File: src/rtl/regbank_pkg.sv
// Shared constants, write-stage layout and pointer-wrap helper for the register-bank write arbiter.
package regbank_pkg;

  localparam int REGBANK_NREQ = 4;
  localparam int REGBANK_NREG = 4;
  localparam int REGBANK_DW   = 4;
  localparam int REGBANK_AW   = $clog2(REGBANK_NREG);
  localparam int REGBANK_IW   = $clog2(REGBANK_NREQ);

  // Write-stage entry in the default configuration.
  typedef struct packed {
    logic                  valid;
    logic [REGBANK_AW-1:0] addr;
    logic [REGBANK_DW-1:0] data;
    logic [REGBANK_IW-1:0] idx;
  } wstage_t;

  // Modulo-n increment by compare, so a non-power-of-2 n wraps correctly.
  function automatic int rr_wrap_inc(input int idx, input int n);
    return (idx >= n - 1) ? 0 : idx + 1;
  endfunction

endpackage

File: src/rtl/regbank_wr_arbiter_rr_arbiter.sv
// Combinational masked round-robin pick: the first eligible requester at or after ptr_i wins.
module rr_arbiter
  import regbank_pkg::*;
#(
  parameter  int NREQ = REGBANK_NREQ,
  localparam int IW   = $clog2(NREQ)
) (
  input  logic [NREQ-1:0] req_i,
  input  logic [NREQ-1:0] mask_i,
  input  logic [IW-1:0]   ptr_i,
  output logic [NREQ-1:0] win_o,
  output logic [IW-1:0]   win_idx_o,
  output logic            vld_o
);

  logic [NREQ-1:0] eligible;
  logic [IW-1:0]   cand;

  always_comb begin
    eligible  = req_i & ~mask_i;
    win_o     = '0;
    win_idx_o = '0;
    vld_o     = 1'b0;
    cand      = ptr_i;
    for (int k = 0; k < NREQ; k++) begin
      if (!vld_o && eligible[cand]) begin
        vld_o       = 1'b1;
        win_o[cand] = 1'b1;
        win_idx_o   = cand;
      end
      cand = IW'(rr_wrap_inc(int'(cand), NREQ));
    end
  end

endmodule

File: src/rtl/regbank_wr_arbiter.sv
// Round-robin shared write port for a small register bank: grant registered, write one cycle later.
// Optional owner tracking per register is enabled by defining REGBANK_OWNER_TRACK_EN.
module regbank_wr_arbiter
  import regbank_pkg::*;
#(
  parameter  int NREQ = REGBANK_NREQ,
  parameter  int NREG = REGBANK_NREG,
  parameter  int DW   = REGBANK_DW,
  localparam int AW   = $clog2(NREG),
  localparam int IW   = $clog2(NREQ)
) (
  input  logic             clk,
  input  logic             reset,
  input  logic [NREQ-1:0]  req,
  input  logic [NREQ*AW-1:0] wr_addr,
  input  logic [NREQ*DW-1:0] wr_data,
  output logic [NREQ-1:0]  gnt,
  output logic             busy,
  input  logic [AW-1:0]    rd_addr,
  output logic [DW-1:0]    rd_data
`ifdef REGBANK_OWNER_TRACK_EN
  ,
  output logic [IW-1:0]    rd_owner
`endif
);

  typedef struct packed {
    logic          valid;
    logic [AW-1:0] addr;
    logic [DW-1:0] data;
`ifdef REGBANK_OWNER_TRACK_EN
    logic [IW-1:0] idx;
`endif
  } wr_stage_t;

  logic [NREQ-1:0] gnt_q, gnt_d;
  logic [IW-1:0]   ptr_q, ptr_d;
  wr_stage_t       ws_q, ws_d;
  logic [DW-1:0]   bank_q [NREG];

  logic [NREQ-1:0] win;
  logic [IW-1:0]   win_idx;
  logic            win_vld;

  // The current grant masks its own held request so it is not granted twice.
  rr_arbiter #(.NREQ(NREQ)) u_arb (
    .req_i    (req),
    .mask_i   (gnt_q),
    .ptr_i    (ptr_q),
    .win_o    (win),
    .win_idx_o(win_idx),
    .vld_o    (win_vld)
  );

  always_comb begin
    gnt_d      = win;
    ptr_d      = ptr_q;
    ws_d       = '0;
    ws_d.valid = win_vld;
    ws_d.addr  = wr_addr[win_idx*AW +: AW];
    ws_d.data  = wr_data[win_idx*DW +: DW];
`ifdef REGBANK_OWNER_TRACK_EN
    ws_d.idx   = win_idx;
`endif
    if (win_vld) ptr_d = IW'(rr_wrap_inc(int'(win_idx), NREQ));
  end

  // Grant/arbitration stage
  always_ff @(posedge clk or negedge reset) begin
    if (!reset) begin
      gnt_q <= '0;
      ptr_q <= '0;
      ws_q  <= '0;
    end else begin
      gnt_q <= gnt_d;
      ptr_q <= ptr_d;
      ws_q  <= ws_d;
    end
  end

  // Write stage: bank storage
  always_ff @(posedge clk or negedge reset) begin
    if (!reset) begin
      for (int r = 0; r < NREG; r++) bank_q[r] <= '0;
    end else if (ws_q.valid) begin
      bank_q[ws_q.addr] <= ws_q.data;
    end
  end

`ifdef REGBANK_OWNER_TRACK_EN
  logic [IW-1:0] owner_q [NREG];

  always_ff @(posedge clk or negedge reset) begin
    if (!reset) begin
      for (int r = 0; r < NREG; r++) owner_q[r] <= '0;
    end else if (ws_q.valid) begin
      owner_q[ws_q.addr] <= ws_q.idx;
    end
  end

  assign rd_owner = owner_q[rd_addr];
`endif

  assign gnt     = gnt_q;
  assign busy    = ws_q.valid;
  assign rd_data = bank_q[rd_addr];

endmodule

File: config.mk
export PLATFORM = sky130hd
export DESIGN_NAME = regbank_wr_arbiter
export DESIGN_NICKNAME = d
export VERILOG_FILES = /design/src/rtl/regbank_pkg.sv /design/src/rtl/regbank_wr_arbiter_rr_arbiter.sv /design/src/rtl/regbank_wr_arbiter.sv
export SDC_FILE = /design/constraint.sdc
export NUM_CORES = 1
export LEC_CHECK = 0
export ABC_AREA = 1
export CELL_PAD_IN_SITES_DETAIL_PLACEMENT = 1
export CELL_PAD_IN_SITES_GLOBAL_PLACEMENT = 1
export CORE_MARGIN = 3
export CORE_UTILIZATION = 42
export CTS_BUF_LIST = sky130_fd_sc_hd__clkbuf_4 sky130_fd_sc_hd__clkbuf_8
export DETAILED_ROUTE_END_ITERATION = 10
export PLACE_DENSITY = 0.88
export SLEW_MARGIN = 20
export SYNTH_ARGS = -nofsm -noshare
export SYNTH_HDL_FRONTEND = slang
export SYNTH_SLANG_ARGS = --single-unit
File: constraint.sdc
create_clock -name clk -period 6.06 [get_ports clk]
set_input_delay 1.212 -clock clk [delete_from_list [all_inputs] [get_ports clk]]
set_output_delay 1.212 -clock clk [all_outputs]
set_load 0.02 [all_outputs]
## Word level (Yosys, flattened, before mapping)

Index checks and enable logic that the tools add are counted.

| cells by class | value |
|---|---|
| shift-type cells | 2 |
| order comparisons | 15 |
| bitwise operators | 7 |
| add/subtract/negate cells | 4 |
| mux-type cells | 38 |
| reduce and logical (&&, ||, !) cells | 11 |

Operators with widths:

| operator | number |
|---|---|
| 2-to-1 mux 4 bit | 7 |
| bitwise mux 16 bit | 1 |
| 2-to-1 mux 2 bit | 8 |
| variable part select 16 x 5 -> 4 bit | 1 |
| less-than comparator 2 x 3 -> 1 bit (second input constant) | 4 |
| 2-to-1 mux 1 bit | 12 |
| bitwise OR 4 bit | 3 |
| adder 2 x 1 -> 2 bit (second input constant) | 4 |
| binary-select mux 1 bit (select 2 bit) | 4 |
| binary-select mux 4 bit (select 2 bit) | 1 |
| demux 1 bit (select 2 bit) | 4 |
| demux 4 bit (select 2 bit) | 1 |
| >= comparator 2 x 1 -> 1 bit (second input constant) | 4 |
| >= comparator 2 bit (second input constant) | 4 |
| logical AND 1 bit | 8 |
| variable part select 8 x 4 -> 2 bit | 1 |
| >= comparator 3 bit (second input constant) | 2 |
| NOT 2 -> 3 bit | 2 |
| bitwise AND 4 bit | 1 |
| NOT 4 bit | 1 |
| logical NOT 1 bit | 3 |
| less-than comparator 3 x 1 -> 1 bit (second input constant) | 1 |

| storage, ports and cells | value |
|---|---|
| logic and storage cells | 86 |
| output and inout port bits | 9 |
| input port bits | 32 |
| bits in registers | 29 |

## Longest topological paths before layout

Gate-level depths: netlist of the first run.

| depth | value |
|---|---|
| depth after elaboration | 16 |
| depth in mapped cells | 16 |
| mapped depth without buffers | 16 |

## Cells and area by module

From an unflattened synthesis of the first run, not the netlist that was laid out.

| unflattened totals | value |
|---|---|
| cell total of the unflattened synthesis | 313 |
| area, all modules | 2070.7 um2 |

Modules (own cells, without submodules):

| module | cells each | sequential area each (um2) | area each (um2) | instances |
|---|---|---|---|---|
| regbank_wr_arbiter | 209 | 725.7 | 1520.2 | 1 |
| rr_arbiter | 104 | 0.0 | 550.5 | 1 |

## Worst setup path after synthesis of the first run

Ideal clock, no wire load.

| timing path | value |
|---|---|
| kind | input port to output port |
| start | input port rd_addr[0] |
| end | output port rd_data[0] |
| path slack | 2.900 ns |
| buffers on the path | 1 |
| required time | 4.848 ns |
| cell stages on the path | 4 |
| data arrival time | 1.948 ns |
| path through | clkbuf_1 inv_1 o21ai_0 o22ai_1 |

| on the way | value |
|---|---|
| longest elaborated chain between the ends | 4 |

RTL lines:

| item | RTL line | RTL |
|---|---|---|
| from (decl) | regbank_wr_arbiter.sv:19 | `input logic [AW-1:0] rd_addr,` |
| NOT 2 -> 3 bit (not written as such) | regbank_wr_arbiter.sv:106 | `assign rd_data = bank_q[rd_addr];` |
| binary-select mux 4 bit (select 2 bit) | regbank_wr_arbiter.sv:106 |  |
| 2-to-1 mux 4 bit (not written as such) (2 in a row) | regbank_wr_arbiter.sv:106 |  |
| to (decl) | regbank_wr_arbiter.sv:20 | `output logic [DW-1:0] rd_data` |

Every way passes these cells. The select of a mux whose other input is x is not followed.

## Worst setup path after layout of the first run

| timing path | value |
|---|---|
| start | input port rd_addr[0] |
| end | output port rd_data[1] |

The elaborated chain is that of the path after synthesis.

==> results of run 1 <==
cell usage in the layout, fill, tap and decap left out, types with 2 or more instances in the layout:
cell                               n
sky130_fd_sc_hd__clkinv_2          3
sky130_fd_sc_hd__ha_1              7
sky130_fd_sc_hd__dfrtp_1          29
sky130_fd_sc_hd__nand2_1          52
sky130_fd_sc_hd__nand3_1          38
sky130_fd_sc_hd__inv_4             2
sky130_fd_sc_hd__nand3_2          12
sky130_fd_sc_hd__a21oi_1           6
sky130_fd_sc_hd__nand2_4           5
sky130_fd_sc_hd__nand3_4           2
sky130_fd_sc_hd__o22ai_1           5
sky130_fd_sc_hd__clkbuf_8          5
sky130_fd_sc_hd__o21ai_0          31
sky130_fd_sc_hd__nand2_2          14
sky130_fd_sc_hd__inv_1            44
sky130_fd_sc_hd__nor2_1           11
sky130_fd_sc_hd__clkdlybuf4s50_1  40
sky130_fd_sc_hd__nand2_8           2
sky130_fd_sc_hd__inv_2             2
layer usage:
metal	routed length, um	global-route usage, %
met2	2850	37.1
met5	0	0
met4	92	5.80
met3	182	3.66
met1	2550	25.9
state kept, by name, indices dropped and copies added (netlist names):
register,count
bank_q,16
busy,1
gnt,4
ptr_q,2
ws_q,6
cell families after synthesis:
group                      Yosys count  share of synthesized area, %
AOI/OAI and AO/OA                   43                          10.9
DFF                                 29                          35.0
buffers and inverters               52                          10.5
and+or+nand+nor                    140                          39.4
adders and majority gates            7                          4.23
stage by stage:
| stage | cells | hold WS [ns] | setup WS (ns) | utilization [%] |
|---|---|---|---|---|
| 6_report | 382 | 0.487 | 1.94 | 57.4 |
| 5_1_grt | 382 | 0.503 | 1.77 | 57.4 |
| 4_1_cts | 382 | 0.488 | 1.95 | 57.4 |
| 3_5_place_dp | 374 | 0.473 | 1.94 | 55.5 |
| 3_3_place_gp | 374 | 0.471 | 2.02 | 55.5 |
| 2_1_floorplan | 271 | 0.448 | 2.90 | - |
cell type report:
cell class                 instances  area, sq um  share of cell area (%)
tap                               65         81.3                    3.10
multi-input combinational        190         1130                    43.1
inverter                          49          190                    7.26
timing repair buffer              41          408                    15.6
clock inverter                     2         10.0                   0.382
sequential                        29          726                    27.7
clock buffer                       6         76.3                    2.91
worst reg2reg max path: cells and delay by family (launching register included):
family | cells | cell delay (ns)
flip-flops | 1 | 0.63
adder cells (fa/ha/maj) | 1 | 0.52
buffers and inverters | 3 | 0.33
AND/OR/NAND/NOR | 9 | 1.15
final timing paths:
| check | from | end |
|---|---|---|
| worst min register to register | bank_q[2] | bank_q[2] |
| max in group asynchronous | reset | ws_q[2] |
| worst max-delay path | rd_addr[0] | rd_data[1] |
| worst min-delay path | bank_q[2] | bank_q[2] |
| min in group asynchronous | reset | gnt[0] |
| worst max register to register | ptr_q[0] | ws_q[1] |
==> metrics.txt, run 1 <==
Slew Limit Headroom 69.3%; Setup Fix Bufs, Post-CTS 0; endpoint arrival time on the critical path 2.90 ns; Min-Delay Path Depth 2; number of antenna violations at the first check in global routing 0; I/O pin total 41; area growth from synthesis to layout 26.5%; setup slack of the most critical reg-to-reg path 3.31 ns; area of the die 5810 sq um; per-instance average area after synthesis 7.64 sq um; global-route wire length before repair 10.0 mm; Tcrit/Tclk final 67.9%; status finished, final reports clean; RSZ-0062 raised after global routing no; Antenna diodes 0; most common library cells after synthesis 52 x sky130_fd_sc_hd__nand2_1, 44 x sky130_fd_sc_hd__inv_1, 38 x sky130_fd_sc_hd__nand3_1; number of buffers added to fix hold violations after cts 0; post_cts resized 0; Slowest cell on crit path sky130_fd_sc_hd__clkdlybuf4s50_1; number of placement rows 24; post-synthesis sequential element count 29; vias per cell 5.08; Syn Nets 310; clock-pin slew of the registers on the worst-case setup and hold paths 0.06 ns; post-route cell area 2620 sq um; post-synthesis instance area 2070 sq um; number of inserted filler cells in the final layout 592; DRC violations left 0; Critical Path Max Stage Delay 0.65 ns; most numerous cell in the Yosys netlist sky130_fd_sc_hd__nand2_1; top cell family by delay on the critical path buffers and inverters; EDFF count, synth 0; count of warnings emitted by yosys 0; final-layout setup total negative slack 0 ns; startpoint-to-endpoint class of the critical path input port to output port; leading register cell type out of synthesis sky130_fd_sc_hd__dfrtp_1; depth of the most critical reg-to-reg path 13; via count of the first global-routing pass 2,077; Max Clock Freq 243 MHz; die width 76.2 um; floorplan core area 4560 sq um; total of endpoints with negative setup slack in the final report 0; final RePlAce weighted congestion 0.778; synth unique cells 24; cell with the most instances on the worst path sky130_fd_sc_hd__clkdlybuf4s50_1; number of buffers and inverters on the critical path 3; Final min period 4.12 ns; clock tree from TritonCTS done; number of buffers inserted by port buffering 40; largest net degree at the start of global routing 30; number of hold-slack violations in the final timing report 0; initial core utilization 45.4%; CTS Buffer Depth 2; die height 76.2 um; maximum level of the CTS H-tree 2; WL per Instance 14.9 um; count of routing violations after the opening detailed-route iteration 51; Critical Path Fanout Max 9; post-placement cell area 2530 sq um; share of async-settable or async-resettable flops after synthesis 100%; # clock sinks 29; aggregate global-route resource usage 20.9%; leading cell types by total area after synthesis sky130_fd_sc_hd__dfrtp_1 35%, sky130_fd_sc_hd__nand2_1 9.4%, sky130_fd_sc_hd__nand3_1 9.2%; max-cap check violation count 0; fraction of synthesized cell area taken by the top area cell type 35.0%; Final Max Slew Viols 0; DRT Pass-1 Iters 4; synthesized instance count 271; share of final-layout standard cells stronger than drive strength 1 16.7%; wire length after detailed routing 5.68 mm; worst min path class register to register; sequential element share of the synthesized area 35.0%; overflow left after global routing 0; HPWL Detailed 4.63 mm; transition time at the pin with the least slew margin 0.461 ns; later-pin clock latency in the skew report 0.27 ns; type of element launching the critical path input port; library cell occupying the most area in the post-synthesis netlist sky130_fd_sc_hd__dfrtp_1; series of cell instances along the critical path clkdlybuf4s50_1 -> inv_1 -> nor2_1 -> o22ai_1 -> clkdlybuf4s50_1; number of CTS-inserted buffers 5; number of nets at the end of the flow 355; Root Driver sky130_fd_sc_hd__clkbuf_8; final clock skew 0.00136 ns; count of cell instances traversed by the critical path 5; total via count in the routed design 1,939; critical path endpoint category output port; ANT nets after route 0; required time of the worst setup path 4.85 ns
Power of run 1 is left out: the tool's default activity adds up to more than one toggle a clock period on the data nets, which glitch-free logic cannot reach.
==> run 2, diff against run 1 <==
- CORE_UTILIZATION: 42 -> 39
- PLACE_DENSITY: 0.88 -> 0.83
- clock period: 6.06 -> 4.1 ns (I/O delays scaled with it)
==> run 2 against run 1 <==
  * Wire length down 4.8%
  * Die area up 7.1%
  * Critical path depth unchanged
  * Flip-flop and latch count unchanged
  * Final cell count up 0.52%
  * Clock-buffer cell count up 1
  * Setup slack worse by 1.1 ns
  * Clock skew up 0.0040 ns
  * Sequential share of layout area down 0.18 points
  * Via count down 2.2%
  * Register-to-register slack worse by 2.0 ns
  * Non-clock buffer count unchanged
  * Critical path type unchanged
  * Critical endpoint unchanged
==> metrics.txt, run 2 (synthesis gave the netlist of run 1 again) <==
top cell family by delay on the critical path buffers and inverters; DRC violations left 0 (unchanged); Antenna diodes 0 (unchanged); commonest cells after routing, fill and taps aside 52 x sky130_fd_sc_hd__nand2_1, 44 x sky130_fd_sc_hd__inv_1, 40 x sky130_fd_sc_hd__clkdlybuf4s50_1, 38 x sky130_fd_sc_hd__nand3_1, 31 x sky130_fd_sc_hd__o21ai_0; cell with the most instances on the worst path sky130_fd_sc_hd__clkdlybuf4s50_1; wire length after detailed routing 5.40 mm (-4.8%); later-pin clock latency in the skew report 0.28 ns (about the same); # clock sinks 29 (unchanged); number of buffers added to fix hold violations after cts 0 (unchanged); RSZ-0062 raised after global routing no; flip-flop count of the largest register, all copies and words added 16 (unchanged); final critical-path setup slack 0.821 ns (-1.12 ns); number of antenna violations at the first check in global routing 0 (unchanged); initial core utilization 42.2% (-3.2 points); number of hold-slack violations in the final timing report 0 (unchanged); Storage cell area 726 sq um (unchanged); WL per Instance 14.1 um (-5.3%); I/O pin total 41 (unchanged); largest net degree at the start of global routing 30 (unchanged); die width 78.9 um (+3.5%); vias per cell 4.94 (-2.7%); clock-pin slew of the registers on the worst-case setup and hold paths 0.06 ns (about the same); total of endpoints with negative setup slack in the final report 0 (unchanged); number of buffers and inverters on the critical path 3 (unchanged); overflow left after global routing 0 (unchanged); startpoint-to-endpoint class of the critical path input port to output port; final-layout setup total negative slack 0 ns (unchanged); final RePlAce weighted congestion 0.764 (-1.9%); total via count in the routed design 1,897 (-2.2%); area of the die 6220 sq um (+7.1%); DRT Pass-1 Iters 4 (unchanged); Max Clock Freq 305 MHz; type of element launching the critical path input port; endpoint arrival time on the critical path 2.46 ns (-0.44 ns); number of placement rows 25 (+4.2%); die height 78.9 um (+3.5%); startpoint of the worst register-to-register path ptr_q[1]; Critical Path Max Stage Delay 0.64 ns (about the same); Slew Limit Headroom 71.8% (+2.5 points); required time of the worst setup path 3.28 ns (-1.57 ns); global-route wire length before repair 9.60 mm (-4.0%); count of routing violations after the opening detailed-route iteration 68 (+33%); series of cell instances along the critical path clkdlybuf4s50_1 -> inv_1 -> nor2_1 -> o22ai_1 -> clkdlybuf4s50_1; via count of the first global-routing pass 2,026 (-2.5%); source of the worst hold timing path bank_q[7]; number of inserted filler cells in the final layout 625 (+5.6%); Root Driver sky130_fd_sc_hd__clkbuf_8; number of buffers inserted by port buffering 40 (unchanged); area growth from synthesis to layout 27.4%; transition time at the pin with the least slew margin 0.423 ns (-0.0382 ns); worst slack at placement 0.795 ns (-1.15 ns); final clock skew 0.00538 ns (+0.00402 ns); Final min period 3.28 ns; origin of the worst setup path rd_addr[0]; Critical Path Fanout Max 9 (unchanged); aggregate global-route resource usage 19.2% (-1.7 points); number of nets at the end of the flow 355 (unchanged); ANT nets after route 0 (unchanged); Slowest cell on crit path sky130_fd_sc_hd__clkdlybuf4s50_1; area of the multi-input gates 1130 sq um (unchanged); Most flops, register bank_q; critical path endpoint category output port; number of CTS-inserted buffers 5 (unchanged); max-cap check violation count 0 (unchanged); post_cts resized 0 (unchanged); HPWL Detailed 4.19 mm (-9.5%); Setup Fix Bufs, Post-CTS 0 (unchanged); share of final-layout standard cells stronger than drive strength 1 16.7% (unchanged); clock tree from TritonCTS done; Tcrit/Tclk final 80.0%; status finished, final reports clean; worst min path class register to register; floorplan core area 4910 sq um (+7.6%); maximum level of the CTS H-tree 2 (unchanged); CTS Buffer Depth 2 (unchanged); most common cell after layout, fill and taps aside sky130_fd_sc_hd__nand2_1; Final Max Slew Viols 0 (unchanged)
-- run 2: cell types whose count changed in the layout (fill, tap and decap cells not counted) --
cell,before,now
sky130_fd_sc_hd__clkbuf_4,1,0
sky130_fd_sc_hd__clkbuf_8,5,7
sky130_fd_sc_hd__clkinv_2,3,2
-- run 2: layout make-up --
type | count | share of cell area (%)
clock buffer | 7 | 3.65
clock inverter | 1 | 0.190
inverter | 49 | 7.21
multi-input combinational | 190 | 42.8
sequential | 29 | 27.5
tap | 67 | 3.18
timing repair buffer | 41 | 15.5
-- run 2: final timing paths --
check / slack [ns] / cells after the start / end
min in group asynchronous: 0.93 / 2 / bank_q[12]
max in group asynchronous: 2.90 / 2 / ws_q[4]
worst min register to register: 0.49 / 2 / bank_q[7]
worst min-delay path: 0.49 / 2 / bank_q[7]
worst max-delay path: 0.82 / 5 / rd_data[1]
worst max register to register: 1.36 / 11 / ws_q[5]
-- run 2: stage by stage --
stage	utilization (%)	hold slack (ns)	instance area, sq um	std cells
floorplan	-	0.448	2070	271
finish	53.7	0.493	2640	384
CTS	53.7	0.496	2640	384
global route	53.7	0.538	2640	384
detailed placement	51.6	0.475	2540	376
global placement	51.6	0.471	2540	376
-- run 2: per-layer routing --
metal,GRT usage (%),up-vias,routed length (um)
met2,32.8,35,2640
met3,3.40,8,169
met4,6.19,0,80
li1,-,963,-
met5,0,-,0
met1,24.5,891,2510
-- run 2: worst register-to-register path, cell delays in order, from the launching register on --
cell and delay, ns:
sky130_fd_sc_hd__dfrtp_1 0.52, sky130_fd_sc_hd__inv_1 0.22, sky130_fd_sc_hd__ha_1 0.54, sky130_fd_sc_hd__inv_1 0.12, sky130_fd_sc_hd__nand3_2 0.12, sky130_fd_sc_hd__nand2_4 0.08, sky130_fd_sc_hd__nor2_8 0.16, sky130_fd_sc_hd__nand4_2 0.33
sky130_fd_sc_hd__nand2_2 0.29, sky130_fd_sc_hd__nand2_1 0.11, sky130_fd_sc_hd__nand3_2 0.08, sky130_fd_sc_hd__nand2_1 0.06
Power of run 2 is left out for the same reason.
==> run 3, diff against run 2 <==
- clock period: 4.1 -> 3.1 ns (I/O delays scaled with it)
==> run 3 against run 2 <==
  * Die area unchanged
  * Final cell count did not move
  * Worst hold slack improved by 0.0030 ns
  * Via count fell by 1.0%
  * Clock skew barely moved
  * Flip-flop and latch count is the same
==> metrics.txt, run 3 (synthesis gave the netlist of run 1 again) <==
final core area utilization 53.6% (-0.076 points); source of the worst hold timing path bank_q[11]; clock-pin slew of the registers on the worst-case setup and hold paths 0.06 ns (about the same); Final min period 2.92 ns; transition time at the pin with the least slew margin 0.436 ns (+0.0131 ns); max-cap check violation count 0 (unchanged); I/O pin total 41 (unchanged); area of the die 6220 sq um (unchanged); initial core utilization 42.2% (unchanged); final clock skew 0.00503 ns (-0.000346 ns); floorplan core area 4910 sq um (unchanged); number of buffers inserted by port buffering 40 (unchanged); count of routing violations after the opening detailed-route iteration 115 (+69%); area growth from synthesis to layout 27.2%; number of hold-slack violations in the final timing report 0 (unchanged); total of endpoints with negative setup slack in the final report 0 (unchanged); flip-flop count of the largest register, all copies and words added 16 (unchanged); wire length after detailed routing 5.04 mm (-6.7%); total via count in the routed design 1,878 (-1.0%); HPWL Detailed 4.07 mm (-2.8%); later-pin clock latency in the skew report 0.28 ns (about the same); required time of the worst setup path 2.48 ns (-0.80 ns); number of antenna violations at the first check in global routing 0 (unchanged); Most flops, register bank_q; ANT nets after route 0 (unchanged); Tcrit/Tclk final 94.2%; RSZ-0062 raised after global routing no; largest net degree at the start of global routing 30 (unchanged); maximum level of the CTS H-tree 2 (unchanged); Setup Fix Bufs, Post-CTS 0 (unchanged); commonest cells after routing, fill and taps aside 52 x sky130_fd_sc_hd__nand2_1, 44 x sky130_fd_sc_hd__inv_1, 40 x sky130_fd_sc_hd__clkdlybuf4s50_1, 38 x sky130_fd_sc_hd__nand3_1, 31 x sky130_fd_sc_hd__o21ai_0; status finished, final reports clean; WL per Instance 13.1 um (-6.7%); number of nets at the end of the flow 356 (+0.28%); via count of the first global-routing pass 2,035 (+0.44%); final RePlAce weighted congestion 0.763 (-0.13%); Root Driver sky130_fd_sc_hd__clkbuf_8; post_cts resized 0 (unchanged); startpoint-to-endpoint class of the critical path input port to output port; overflow left after global routing 0 (unchanged); Min-Delay Path Depth 2 (unchanged); post-route insts no fill 384 (unchanged); most common cell after layout, fill and taps aside sky130_fd_sc_hd__nand2_1; DRC violations left 0 (unchanged); Critical Path Fanout Max 9 (unchanged); critical path endpoint category output port; worst-case hold path end point bank_q[11]; final-layout setup total negative slack 0 ns (unchanged); number of buffers added to fix hold violations after cts 0 (unchanged); depth of the most critical reg-to-reg path 15 (+4); global-route wire length before repair 9.18 mm (-4.4%); Final Max Slew Viols 0 (unchanged); # clock sinks 29 (unchanged); vias per cell 4.89 (-1.0%); number of placement rows 25 (unchanged); setup slack of the most critical reg-to-reg path 0.52 ns (-0.84 ns); aggregate global-route resource usage 18.5% (-0.62 points); Reg-to-Reg End ws_q[1]; number of CTS-inserted buffers 5 (unchanged); die width 78.9 um (unchanged); Max Clock Freq 342 MHz; share of final-layout standard cells stronger than drive strength 1 16.7% (unchanged); Slew Limit Headroom 70.9% (-0.87 points); clock tree from TritonCTS done; DRT Pass-1 Iters 4 (unchanged); Inst Count DP 377 (+0.27%); worst min path class register to register; type of element launching the critical path input port; Antenna diodes 0 (unchanged); number of inserted filler cells in the final layout 641 (+2.6%); startpoint of the worst register-to-register path ptr_q[0]; CTS Buffer Depth 2 (unchanged); die height 78.9 um (unchanged); endpoint arrival time on the critical path 2.30 ns (-0.16 ns)
## run 3: critical path, cell delays in order
cell and delay [ns]:
sky130_fd_sc_hd__clkdlybuf4s50_1 0.54, sky130_fd_sc_hd__inv_1 0.24, sky130_fd_sc_hd__o21ai_0 0.11, sky130_fd_sc_hd__o22ai_1 0.15, sky130_fd_sc_hd__clkdlybuf4s50_1 0.64
## run 3: worst max path at each step
stage | from | to | cells past startpoint
3_5_place_dp | rd_addr[0] | rd_data[1] | 5
4_1_cts | rd_addr[0] | rd_data[1] | 5
5_1_grt | rd_addr[0] | rd_data[1] | 5
6_report | rd_addr[0] | rd_data[1] | 5
3_3_place_gp | rd_addr[0] | rd_data[1] | 5
2_1_floorplan | ptr_q[0] | ws_q[0] | 14
## run 3: final cells by class
cell class	count	area, sq um	area share, %
sequential	29	726	27.6
timing repair buffer	42	415	15.8
inverter	49	190	7.22
multi-input combinational	190	1130	42.9
tap	67	83.8	3.18
clock buffer	7	90.1	3.42
## run 3: per-stage QoR
step,hold WS (ns),area (sq um),setup WS (ns)
CTS,0.497,2630,0.178
floorplan,0.324,2070,0.932
global route,0.522,2630,0.0411
detailed placement,0.481,2540,0.202
global placement,0.467,2540,0.226
finish,0.496,2630,0.179
## run 3: layer usage
layer / up-vias / part of all wire [%] / track usage, %
met2: 31 / 46 / 30.6
met4: 0 / 1.9 / 7.22
li1: 970 / - / -
met5: - / 0 / 0
met3: 8 / 3.1 / 3.17
met1: 869 / 49 / 24.2
Power of run 3 is left out for the same reason.
